$ cat config.mk
export PLATFORM = sky130hd
export DESIGN_NAME = ro_freq_meter
export DESIGN_NICKNAME = d
export VERILOG_FILES = /design/src/rtl/ro_pkg.sv /design/src/rtl/ro_edge_sync.sv /design/src/rtl/ro_freq_meter.sv
export SDC_FILE = /design/constraint.sdc
export NUM_CORES = 1
export LEC_CHECK = 0
export CAP_MARGIN = 15
export CORE_MARGIN = 5
export CORE_UTILIZATION = 35
export CTS_BUF_LIST = sky130_fd_sc_hd__clkbuf_8
export DETAILED_ROUTE_END_ITERATION = 10
export PLACE_DENSITY = 0.62
export SLEW_MARGIN = 10
export SYNTH_ARGS = -nofsm -noshare
export SYNTH_HDL_FRONTEND = slang
export SYNTH_SLANG_ARGS = --single-unit
export TNS_END_PERCENT = 50
$ cat constraint.sdc
create_clock -name CLK -period 6 [get_ports CLK]
set_input_delay 0.6 -clock CLK [delete_from_list [all_inputs] [get_ports CLK]]
set_output_delay 0.6 -clock CLK [all_outputs]
set_load 0.02 [all_outputs]
$ cat src/rtl/ro_pkg.sv
// Shared FSM encoding and default parameters for the ring-oscillator frequency meter.
package ro_pkg;

  localparam int unsigned GateWDefault  = 16;
  localparam int unsigned CntWDefault   = 24;
  localparam int unsigned SettleDefault = 4;

  typedef enum logic [1:0] {
    StIdle    = 2'd0,
    StSettle  = 2'd1,
    StMeasure = 2'd2,
    StDone    = 2'd3
  } ro_state_e;

endpackage

$ cat src/rtl/ro_edge_sync.sv
// Two-flop synchronizer for the asynchronous ring-oscillator output plus rising-edge detect.
module ro_edge_sync (
  input  logic clk_i,
  input  logic rst_i,
  input  logic d_i,
  output logic rise_o
);

  logic meta_q, sync_q, prev_q;

  always_ff @(posedge clk_i) begin
    if (rst_i) begin
      meta_q <= 1'b0;
      sync_q <= 1'b0;
      prev_q <= 1'b0;
    end else begin
      meta_q <= d_i;
      sync_q <= meta_q;
      prev_q <= sync_q;
    end
  end

  assign rise_o = sync_q & ~prev_q;

endmodule

$ cat src/rtl/ro_freq_meter.sv
// Gated edge counter for a ring oscillator: enable, settle, count over a CLK-cycle gate, report.
module ro_freq_meter
  import ro_pkg::*;
#(
  parameter int unsigned GATE_W = GateWDefault,
  parameter int unsigned CNT_W  = CntWDefault,
  parameter int unsigned SETTLE = SettleDefault
) (
  input  logic              CLK,
  input  logic              RST,
  input  logic              Start,
  input  logic [GATE_W-1:0] GateCycles,
  input  logic              StressHold,
  input  logic              RoIn,
  output logic              Mode,
  output logic              Stress,
  output logic [CNT_W-1:0]  Count,
  output logic              Valid,
  output logic              Busy,
  output logic              Overflow
);

  localparam int unsigned      SetW    = (SETTLE < 2) ? 1 : $clog2(SETTLE + 1);
  localparam logic [SetW-1:0]  SetLast = (SETTLE == 0) ? '0 : SetW'(SETTLE - 1);
  localparam logic [CNT_W-1:0] CntMax  = {CNT_W{1'b1}};

  ro_state_e         state_q, state_d;
  logic [SetW-1:0]   settle_q, settle_d;
  logic [GATE_W-1:0] gate_q, gate_d;
  logic [CNT_W-1:0]  count_q, count_d;
  logic              ovf_q, ovf_d;
  logic              valid_q, valid_d;
  logic              stress_q, stress_d;
  logic              rise;

  ro_edge_sync u_edge_sync (
    .clk_i  (CLK),
    .rst_i  (RST),
    .d_i    (RoIn),
    .rise_o (rise)
  );

  always_comb begin
    state_d  = state_q;
    settle_d = settle_q;
    gate_d   = gate_q;
    count_d  = count_q;
    ovf_d    = ovf_q;
    valid_d  = 1'b0;
    stress_d = 1'b0;
    unique case (state_q)
      StIdle: begin
        stress_d = StressHold;
        if (Start) begin
          stress_d = 1'b0;
          count_d  = '0;
          ovf_d    = 1'b0;
          gate_d   = GateCycles;
          settle_d = '0;
          if (GateCycles == '0) begin
            state_d = StDone;
          end else if (SETTLE == 0) begin
            state_d = StMeasure;
          end else begin
            state_d = StSettle;
          end
        end
      end
      StSettle: begin
        settle_d = settle_q + SetW'(1);
        if (settle_q == SetLast) state_d = StMeasure;
      end
      StMeasure: begin
        gate_d = gate_q - GATE_W'(1);
        // Saturate rather than wrap; Overflow records that an edge was lost.
        if (rise) begin
          if (count_q == CntMax) ovf_d = 1'b1;
          else                   count_d = count_q + CNT_W'(1);
        end
        if (gate_q == GATE_W'(1)) state_d = StDone;
      end
      StDone: begin
        valid_d = 1'b1;
        state_d = StIdle;
      end
      default: state_d = StIdle;
    endcase
  end

  always_ff @(posedge CLK) begin
    if (RST) begin
      state_q  <= StIdle;
      settle_q <= '0;
      gate_q   <= '0;
      count_q  <= '0;
      ovf_q    <= 1'b0;
      valid_q  <= 1'b0;
      stress_q <= 1'b0;
    end else begin
      state_q  <= state_d;
      settle_q <= settle_d;
      gate_q   <= gate_d;
      count_q  <= count_d;
      ovf_q    <= ovf_d;
      valid_q  <= valid_d;
      stress_q <= stress_d;
    end
  end

  assign Mode     = (state_q == StSettle) || (state_q == StMeasure);
  assign Busy     = (state_q != StIdle);
  assign Stress   = stress_q;
  assign Count    = count_q;
  assign Valid    = valid_q;
  assign Overflow = ovf_q;

endmodule

=== After elaboration in Yosys (flattened, before gate mapping) ===
Cells that the tools add are included.

* Shifts and indexed selects: 0
* Order comparisons: 0
* Bitwise logic cells: 3
* Reduce and logical (&&, ||, !) cells: 12
* Multiply operators: 0
* Muxes and demuxes: 18
* $add $sub $neg: 3
* Equal/unequal tests: 12
* Divide/modulo/power cells: 0

{| class="wikitable"
|+ Operators by type and width
! cell !! number
|-
| $mux W24 || 3
|-
| $pmux W24 S2 || 1
|-
| $pmux W16 S2 || 1
|-
| $add A24 B1 Y24 const B || 1
|-
| $eq A24 B24 Y1 const B || 1
|-
| $eq A16 B1 Y1 const B || 1
|-
| $logic_not A16 Y1 || 1
|-
| $mux W16 || 1
|-
| $sub A16 B1 Y16 const B || 1
|-
| $ne A2 B2 Y1 const B || 6
|-
| $mux W2 || 4
|-
| $pmux W2 S4 || 1
|-
| $reduce_and A4 Y1 || 2
|-
| $pmux W3 S2 || 1
|-
| $reduce_bool A2 Y1 || 3
|-
| $eq A2 B2 Y1 const B || 2
|-
| $mux W1 || 4
|-
| $reduce_and A2 Y1 || 2
|-
| $add A3 B1 Y3 const B || 1
|-
| $eq A3 B2 Y1 const B || 1
|-
| $mux W3 || 1
|-
| $reduce_and A3 Y1 || 1
|-
| $reduce_or A3 Y1 || 1
|-
| $eq A2 B1 Y1 const B || 1
|-
| 5 further kinds || 6
|}

* Memories: 0
* Word-level logic and storage cells: 58
* Bits in registers: 51
* Latch bits: 0
* Input port bits: 21
* Output and inout port bits: 29
* RAM bits: 0
* Bits in read-only memories: 0

=== Longest topological paths before layout ===
Gate-level depths: netlist (run 1).

* Depth in word-level cells: 4
* Depth in mapped cells: 9
* Mapped depth without buffers: 7

=== Hierarchy ===
From an unflattened synthesis (run 1), not the netlist that was laid out.

* Cells, all modules: 353
* Area, all modules: 2859.0 µm²

{| class="wikitable"
|+ By module, submodules not included
! module !! area each (µm²) !! cells an instance !! sequential area each (µm²) !! times used
|-
| ro_freq_meter || 2771.4 || 346 || 960.9 || 1
|-
| ro_edge_sync || 87.6 || 7 || 60.1 || 1
|}

=== Worst setup path after synthesis (run 1) ===
No wires, ideal clock.

* Path kind: flip-flop to flip-flop
* Start: register count_q[0] (netlist: Count[0])
* End: register count_q[14] (netlist: Count[14])
* Clock period less this slack: 2112 ps
* Data required time: 5930 ps
* Setup time: 70 ps
* Cell stages (with the launch flop): 7
* Path slack: 3888 ps
* Data arrival time: 2042 ps
* Buffers on the path: 0
* Cells stage by stage: dfxtp_1 ha_1 nand3_1 nor3_2 o21ai_2 or4_1 a21oi_1

* Longest elaborated chain between the ends: 4
* Elaborated cells on any way between the ends: 7
* Those cells by class: add/sub (1); eq/ne (2); mux (3); reduce/logical (1)

{| class="wikitable"
|+ Ends and longest elaborated chain
! item !! RTL line !! source
|-
| start, declared || ro_freq_meter.sv:30 || <nowiki>logic [CNT_W-1:0] count_q, count_d;</nowiki>
|-
| start signal, assigned || ro_freq_meter.sv:103 || <nowiki>count_q <= count_d;</nowiki>
|-
| $add A24 B1 Y24 || ro_freq_meter.sv:78 || <nowiki>else count_d = count_q + CNT_W'(1);</nowiki>
|-
| $mux W24 || ro_freq_meter.sv:77 || <nowiki>if (count_q == CntMax) ovf_d = 1'b1;</nowiki>
|-
| $mux W24 || ro_freq_meter.sv:76 || <nowiki>if (rise) begin</nowiki>
|-
| $pmux W24 S2 || ro_freq_meter.sv:51 || <nowiki>unique case (state_q)</nowiki>
|}

Parallel ways exist; a longest one is shown, timed or not. The select of a mux whose other input is x is not followed.
A chain may end at the register's enable or synchronous reset.

=== Worst setup path in the final report (run 1) ===
* Start: register state_q[0]
* End: register count_q[14] (netlist: Count[14])

* Longest elaborated chain between the ends: 3
* Elaborated cells on any way between the ends: 8
* Those cells by class: eq/ne (4); mux (1); reduce/logical (3)

{| class="wikitable"
|+ Ends and longest elaborated chain
! item !! RTL line !! source
|-
| start, declared || ro_freq_meter.sv:27 || <nowiki>ro_state_e state_q, state_d;</nowiki>
|-
| start signal, assigned || ro_freq_meter.sv:92 || <nowiki>state_q <= StIdle;</nowiki>
|-
| start signal, assigned || ro_freq_meter.sv:100 || <nowiki>state_q <= state_d;</nowiki>
|-
| $eq A2 B2 Y1 / $logic_not A2 Y1 (equally long branches) || ro_freq_meter.sv:51 ||
|-
| $ne A2 B2 Y1 (no line) / $reduce_bool A2 Y1 (equally long branches) || n/a ||
|-
| $reduce_and A4 Y1 (no line) || n/a ||
|}

Parallel ways exist; a longest one is shown, timed or not.

==> summary.txt, run 1 <==
Critical path
  • Reg2reg setup slack: 2830 ps
  • CP startpoint: state_q[0]
  • Critical path arrival: 3390 ps
  • Crit Reg-Reg Endpoint: Count[14]
  • Worst Setup EP: Count[14]
  • Kind of end point of the critical path: register
  • Crit Path Max Fanout: 31
  • Reg2reg path depth: 8
  • WP data required: 6220 ps
  • Critical path startpoint category: register
  • FF-to-FF Start: state_q[0]
  • Setup CP Type: reg -> reg

Clock tree
  • CTS tree: yes
  • Total CTS buffers: 5
  • CTS root buf: clkbuf_8
  • H-tree Lvls: 2
  • Clk Latency, worst-skew pair: 300 ps
  • Post-cts sizing count: 0
  • CTS Sinks: 51
  • Clock transition at path regs: 90 ps
  • Longest Clk Path Bufs: 2
  • Setup bufs post-CTS: 0
  • Hold bufs inserted after CTS: 0

Final layout
  • Area grow syn2layout: 24.0%
  • Multi-input logic area: 1640 µm²
  • Fin nets: 415
  • Layout cells sized above 1: 4.94%
  • Final cell count without fillers: 487
  • Fin area: 3450 µm²
  • N_diodes: 0
  • Register area: 1020 µm²
  • # fillers: 760

Pwr
  • Sw Ratio: 36.2%
  • Power Density: 281 nW/µm²
  • Total Power: 0.000969 W
  • IR drop worst, VDD: 0.208 mV
  • Combinational fraction of design power: 34.2%
  • Psw: 0.000350 W
  • Sequential group share of total power: 41.9%
  • Leak Pwr: 1.17 nW
  • Cell Int Power: 0.000618 W
  • Clock network power share: 23.9%

Synth
  • EDFF count, synth: 0
  • Async SR Flop Fraction: 0%
  • Flops & latches, synth: 51
  • Dominant cell type by area after synthesis: dfxtp_1
  • Synth unique cells: 59
  • Most frequent cell after synthesis: dfxtp_1
  • Synth warn: 0
  • Post-synthesis sequential area ratio: 36.7%
  • Syn Area/Cell: 8.14 µm²
  • Top cells by area, synth: dfxtp_1 37%, nor2_1 4.9%, a21oi_1 4.7%
  • Post-Syn Nets: 372
  • Cells after synthesis: 342
  • Cell Area, Synth: 2780 µm²
  • Top FF cell, synth: dfxtp_1
  • Most frequent cells after synthesis: 51 x dfxtp_1, 36 x nor2_1, 28 x nand2_1
  • Area share of the largest cell type after synthesis: 36.7%

Global route
  • Initial antenna violation count: 0
  • Largest net degree at the start of global routing: 32
  • Vias in the first global route: 2480
  • GR Util All Layers: 14.1%
  • Global-route wire length before repair: 11.7 mm
  • Remaining Overflow, GRT: 0

STA
  • Final Hold Vio Count: 0
  • Worst-case headroom to the max-slew limit: 31.8%
  • Final Max Tran Viols: 0
  • Setup TNS: 0 ps
  • Layout Skew: 6.17 ps
  • Worst-Margin Slew: 1020 ps
  • RSZ-0062 raised after global routing: no
  • Final setup violation count: 0
  • Final Cycle Share: 52.8%
  • Fmax: 0.315 GHz
  • Hold Worst Slack: 452 ps
  • Final min period: 3170 ps

Placement
  • Post-DP Area: 3350 µm²
  • Dpl hpwl: 5.21 mm
  • IO buf count: 49
  • Routability cong.: 0.838
  • Placed cells: 480

Job
  • Max-Cap Viols: 0

Floorplanning
  • Cell Rows: 32
  • Starting Density: 36.0%
  • I/O Pins: 50
  • Die width: 99.2 µm
  • CORE AREA: 7730 µm²
  • Die Area: 9840 µm²
  • Die height: 99.2 µm

Route
  • Routed WL: 7.14 mm
  • DR pass1 iterations: 5
  • Drt first-iter violations: 137
  • Final ANT Viol Nets: 0
  • Avg WL per Cell: 14.7 µm
  • Vias per cell: 5.56
  • Via count: 2709
  • Residual DRC: 0

Hold path
  • Worst Hold Class: reg -> reg

Run status
  • Status: finished clean
-- placed cells by master, fill, tap and decap left out, drive strengths merged, types with 5 or more instances in the layout --
cell,count
nand2b,6
nor2b,7
a31oi,7
ha,9
clkbuf,5
nor4,11
nand3,7
or3,5
clkdlybuf4s50,49
dfxtp,51
o21ai,17
or4,10
nor3,12
o31ai,10
nor2,36
nand4,9
nand2,28
a211oi,6
a21oi,26
inv,16
-- power by group through the flow --
stage	registers, W	logic, W	clock network (W)
2_1_floorplan	0.000405	0.000240	0
3_3_place_gp	0.000411	0.000327	0
3_5_place_dp	0.000413	0.000328	0
4_1_cts	0.000405	0.000329	0.000239
5_1_grt	0.000411	0.000370	0.000250
6_report	0.000406	0.000332	0.000231
-- kinds of logic after synthesis --
logic type                 after synthesis  share of synthesized area, %
and+or+nand+nor                        146                          28.8
AOI/OAI and AO/OA                       95                          22.4
muxes                                    3                          1.17
DFF                                     51                          36.7
buffers and inverters                   30                          4.40
xor gates and xnor gates                 8                          2.52
adders and majority gates                9                          4.05
-- area by class of cell --
class                      instances  share of cell area, %
sequential                        51                   29.6
clock inverter                     2                  0.978
tap                              102                   3.70
timing repair buffer              51                   14.6
inverter                          15                   1.63
multi-input combinational        261                   47.5
clock buffer                       5                   1.99
-- sequential cells by signal (all words and copies together), names as in the netlist --
name	count
settle_q	3
Valid	1
gate_q	16
Overflow	1
Count	24
state_q	2
u_edge_sync.sync_q	1
u_edge_sync.prev_q	1
Stress	1
u_edge_sync.meta_q	1
-- critical path, cell delays in order, from the launching register on --
cell and delay (ps):
dfxtp_1 350, inv_1 90, ha_1 830, mux2i_1 160
buf_4 260, nor3_2 560, o21ai_2 180, or4_1 500
a21oi_1 150
-- stage by stage --
step | utilization (%) | setup slack (ps)
floorplan | - | 3890
global placement | 43.4 | 2980
detailed placement | 43.4 | 2900
CTS | 44.7 | 2860
global route | 44.7 | 2590
finish | 44.7 | 2830
-- worst min-delay path by stage --
stage                             startpoint            endpoint  cells past startpoint
after floorplan           u_edge_sync.meta_q  u_edge_sync.sync_q                      1
after global placement    u_edge_sync.meta_q  u_edge_sync.sync_q                      1
after detailed placement  u_edge_sync.meta_q  u_edge_sync.sync_q                      1
after CTS                 u_edge_sync.meta_q  u_edge_sync.sync_q                      1
after global routing      u_edge_sync.meta_q  u_edge_sync.sync_q                      1
final                     u_edge_sync.meta_q  u_edge_sync.sync_q                      1
-- metal layers --
metal / part of all wire [%] / vias to the layer above / track usage [%]
met3: 5.9 / 8 / 2.66
met5: 0 / - / 0
met2: 47 / 83 / 23.3
li1: - / 1358 / -
met4: 1.2 / 0 / 3.99
met1: 46 / 1260 / 18.8
No activity file was read; power rests on OpenSTA's default activity.
==> run 2: changes to the inputs <==
==> constraint.sdc (replaced) <==
create_clock -name CLK -period 3 [get_ports CLK]
set_input_delay 0.3 -clock CLK [delete_from_list [all_inputs] [get_ports CLK]]
set_output_delay 0.3 -clock CLK [all_outputs]
set_load 0.02 [all_outputs]
==> run 2 against run 1 <==
  * Cell area up 1.2%
  * Power increased by 100%
  * Via count increased by 1.8%
  * Sequential power rose by 100%
  * Utilization is 0.55 points higher
  * Hold slack worse by 5.6 ps
  * Setup slack worse by 2200 ps
  * Global-route usage up 0.22 points
  * Register-to-register slack worse by 2200 ps
==> summary.txt, run 2 (synthesized netlist as in run 1, its figures left out) <==
Run status
  • Status: finished clean

Critical path
  • Critical path arrival: 2630 ps (-760 ps)
  • Setup CP Type: reg -> reg
  • Crit Path Max Fanout: 8 (-74%)
  • Kind of end point of the critical path: register
  • Critical path startpoint category: register
  • FF-to-FF Start: Count[0]
  • Reg2reg setup slack: 580 ps (-2250 ps)
  • WP data required: 3210 ps (-3010 ps)
  • CP startpoint: Count[0]

STA
  • Setup TNS: 0 ps (unchanged)
  • Worst-Margin Slew: 646 ps (-377 ps)
  • Final Hold Vio Count: 0 (unchanged)
  • Final min period: 2420 ps (-751 ps)
  • Final setup violation count: 0 (unchanged)
  • Layout Skew: 18.6 ps (+12.4 ps)
  • Worst-case headroom to the max-slew limit: 55.7% (+24 points)
  • RSZ-0062 raised after global routing: no
  • Hold Worst Slack: 446 ps (-5.64 ps)
  • Setup ws final: 580 ps (-2250 ps)
  • Final Max Tran Viols: 0 (unchanged)
  • Final Cycle Share: 80.7% (+28 points)
  • Fmax: 0.413 GHz (+31%)

Route
  • Drt first-iter violations: 155 (+13%)
  • Avg WL per Cell: 14.8 µm (+1.2%)
  • Vias per cell: 5.60 (+0.74%)
  • Routed WL: 7.31 mm (+2.3%)
  • Via count: 2757 (+1.8%)
  • DR pass1 iterations: 4 (-1)
  • Final ANT Viol Nets: 0 (unchanged)
  • Residual DRC: 0 (unchanged)

Pwr
  • Sw Ratio: 36.3% (+0.13 points)
  • Clock network power share: 24.7% (+0.8 points)
  • Power Density: 565 nW/µm² (+100%)
  • Combinational fraction of design power: 34.3% (about the same)
  • Cell Int Power: 0.00126 W (+100%)
  • IR drop worst, VDD: 0.390 mV (+88%)
  • Leak Pwr: 1.19 nW (+1.7%)
  • Psw: 0.000717 W (+100%)
  • Sequential group share of total power: 41.0% (-0.9 points)
  • Total Power: 0.00198 W (+100%)

Final layout
  • Max FFs per register: 24 (unchanged)
  • Commonest non-fill, non-tap cells in the layout: 51 x dfxtp_1, 49 x clkdlybuf4s50_1, 36 x nor2_1
  • Area grow syn2layout: 25.6%
  • Final cell count without fillers: 492 (+1.0%)
  • Fin nets: 419 (+0.96%)
  • Commonest non-fill, non-tap cell in the layout: dfxtp_1
  • Layout cells sized above 1: 6.41% (+1.5 points)
  • # fillers: 764 (+0.53%)
  • N_diodes: 0 (unchanged)

Placement
  • Routability cong.: 0.853 (+1.7%)
  • IO buf count: 49 (unchanged)
  • Pre-CTS setup slack: 633 ps (-2270 ps)
  • Placed cells: 484 (+0.83%)
  • Dpl hpwl: 5.38 mm (+3.2%)

Floorplanning
  • Die height: 99.2 µm (unchanged)
  • I/O Pins: 50 (unchanged)
  • CORE AREA: 7730 µm² (unchanged)
  • Die width: 99.2 µm (unchanged)
  • Cell Rows: 32 (unchanged)
  • Starting Density: 36.0% (unchanged)
  • Die Area: 9840 µm² (unchanged)

Job
  • Max-Cap Viols: 0 (unchanged)

Global route
  • Remaining Overflow, GRT: 0 (unchanged)
  • GR Util All Layers: 14.3% (+0.22 points)
  • Largest net degree at the start of global routing: 28 (-13%)
  • Global-route wire length before repair: 11.8 mm (+0.89%)
  • Vias in the first global route: 2539 (+2.4%)
  • Initial antenna violation count: 0 (unchanged)

Clock tree
  • H-tree Lvls: 2 (unchanged)
  • Clock transition at path regs: 110 ps (+20 ps)
  • CTS tree: yes
  • Longest Clk Path Bufs: 2 (unchanged)
  • Setup bufs post-CTS: 0 (unchanged)
  • Total CTS buffers: 5 (unchanged)
  • Post-cts sizing count: 0 (unchanged)
  • Clk Latency, worst-skew pair: 310 ps (about the same)
  • CTS Sinks: 51 (unchanged)
  • CTS root buf: clkbuf_8
  • Hold bufs inserted after CTS: 0 (unchanged)

Hold path
  • Critical hold path startpoint: u_edge_sync.meta_q
  • Worst Hold Class: reg -> reg
[run 2: changes by cell type in the layout (fill, tap and decap cells not counted), sizes merged]
cell and delta:
clkinvlp +1, buf +4
[run 2: path summary, 6_finish.rpt]
| check | cells after the start | to |
|---|---|---|
| max | 6 | Count[15] |
| min | 1 | u_edge_sync.sync_q |
| max reg2reg | 6 | Count[15] |
| min reg2reg | 1 | u_edge_sync.sync_q |
[run 2: stage by stage]
step | area [µm²] | utilization [%]
after floorplan | 2780 | -
after global placement | 3380 | 43.8
after detailed placement | 3380 | 43.8
after CTS | 3500 | 45.2
after global routing | 3500 | 45.2
final | 3500 | 45.2
[run 2: critical path: stages, from the launching register on]
cell	delay (ps)
dfxtp_1	460
ha_1	260
nand3_1	190
or4_1	590
o21ai_1	550
or4_1	200
a21oi_1	60
[run 2: final cells by class]
class                      instances  area [µm²]  share of cell area, %
clock inverter                     3        46.3                   1.32
multi-input combinational        261        1640                   46.9
tap                              102         128                   3.65
inverter                          15        56.3                   1.61
timing repair buffer              55         536                   15.3
clock buffer                       5        68.8                   1.97
sequential                        51        1020                   29.2
[run 2: power groups by stage]
stage / Clock, W / Combinational (W) / Sequential (W)
6_report: 0.000489 / 0.000677 / 0.000810
5_1_grt: 0.000531 / 0.000753 / 0.000822
4_1_cts: 0.000501 / 0.000673 / 0.000809
3_5_place_dp: 0 / 0.000671 / 0.000823
3_3_place_gp: 0 / 0.000664 / 0.000822
2_1_floorplan: 0 / 0.000480 / 0.000810
[run 2: routing by layer]
layer	share of wire (%)	GRT usage [%]
met1	48	19.1
met2	46	23.8
met3	5.4	3.16
met4	0.63	3.36
met5	0	0
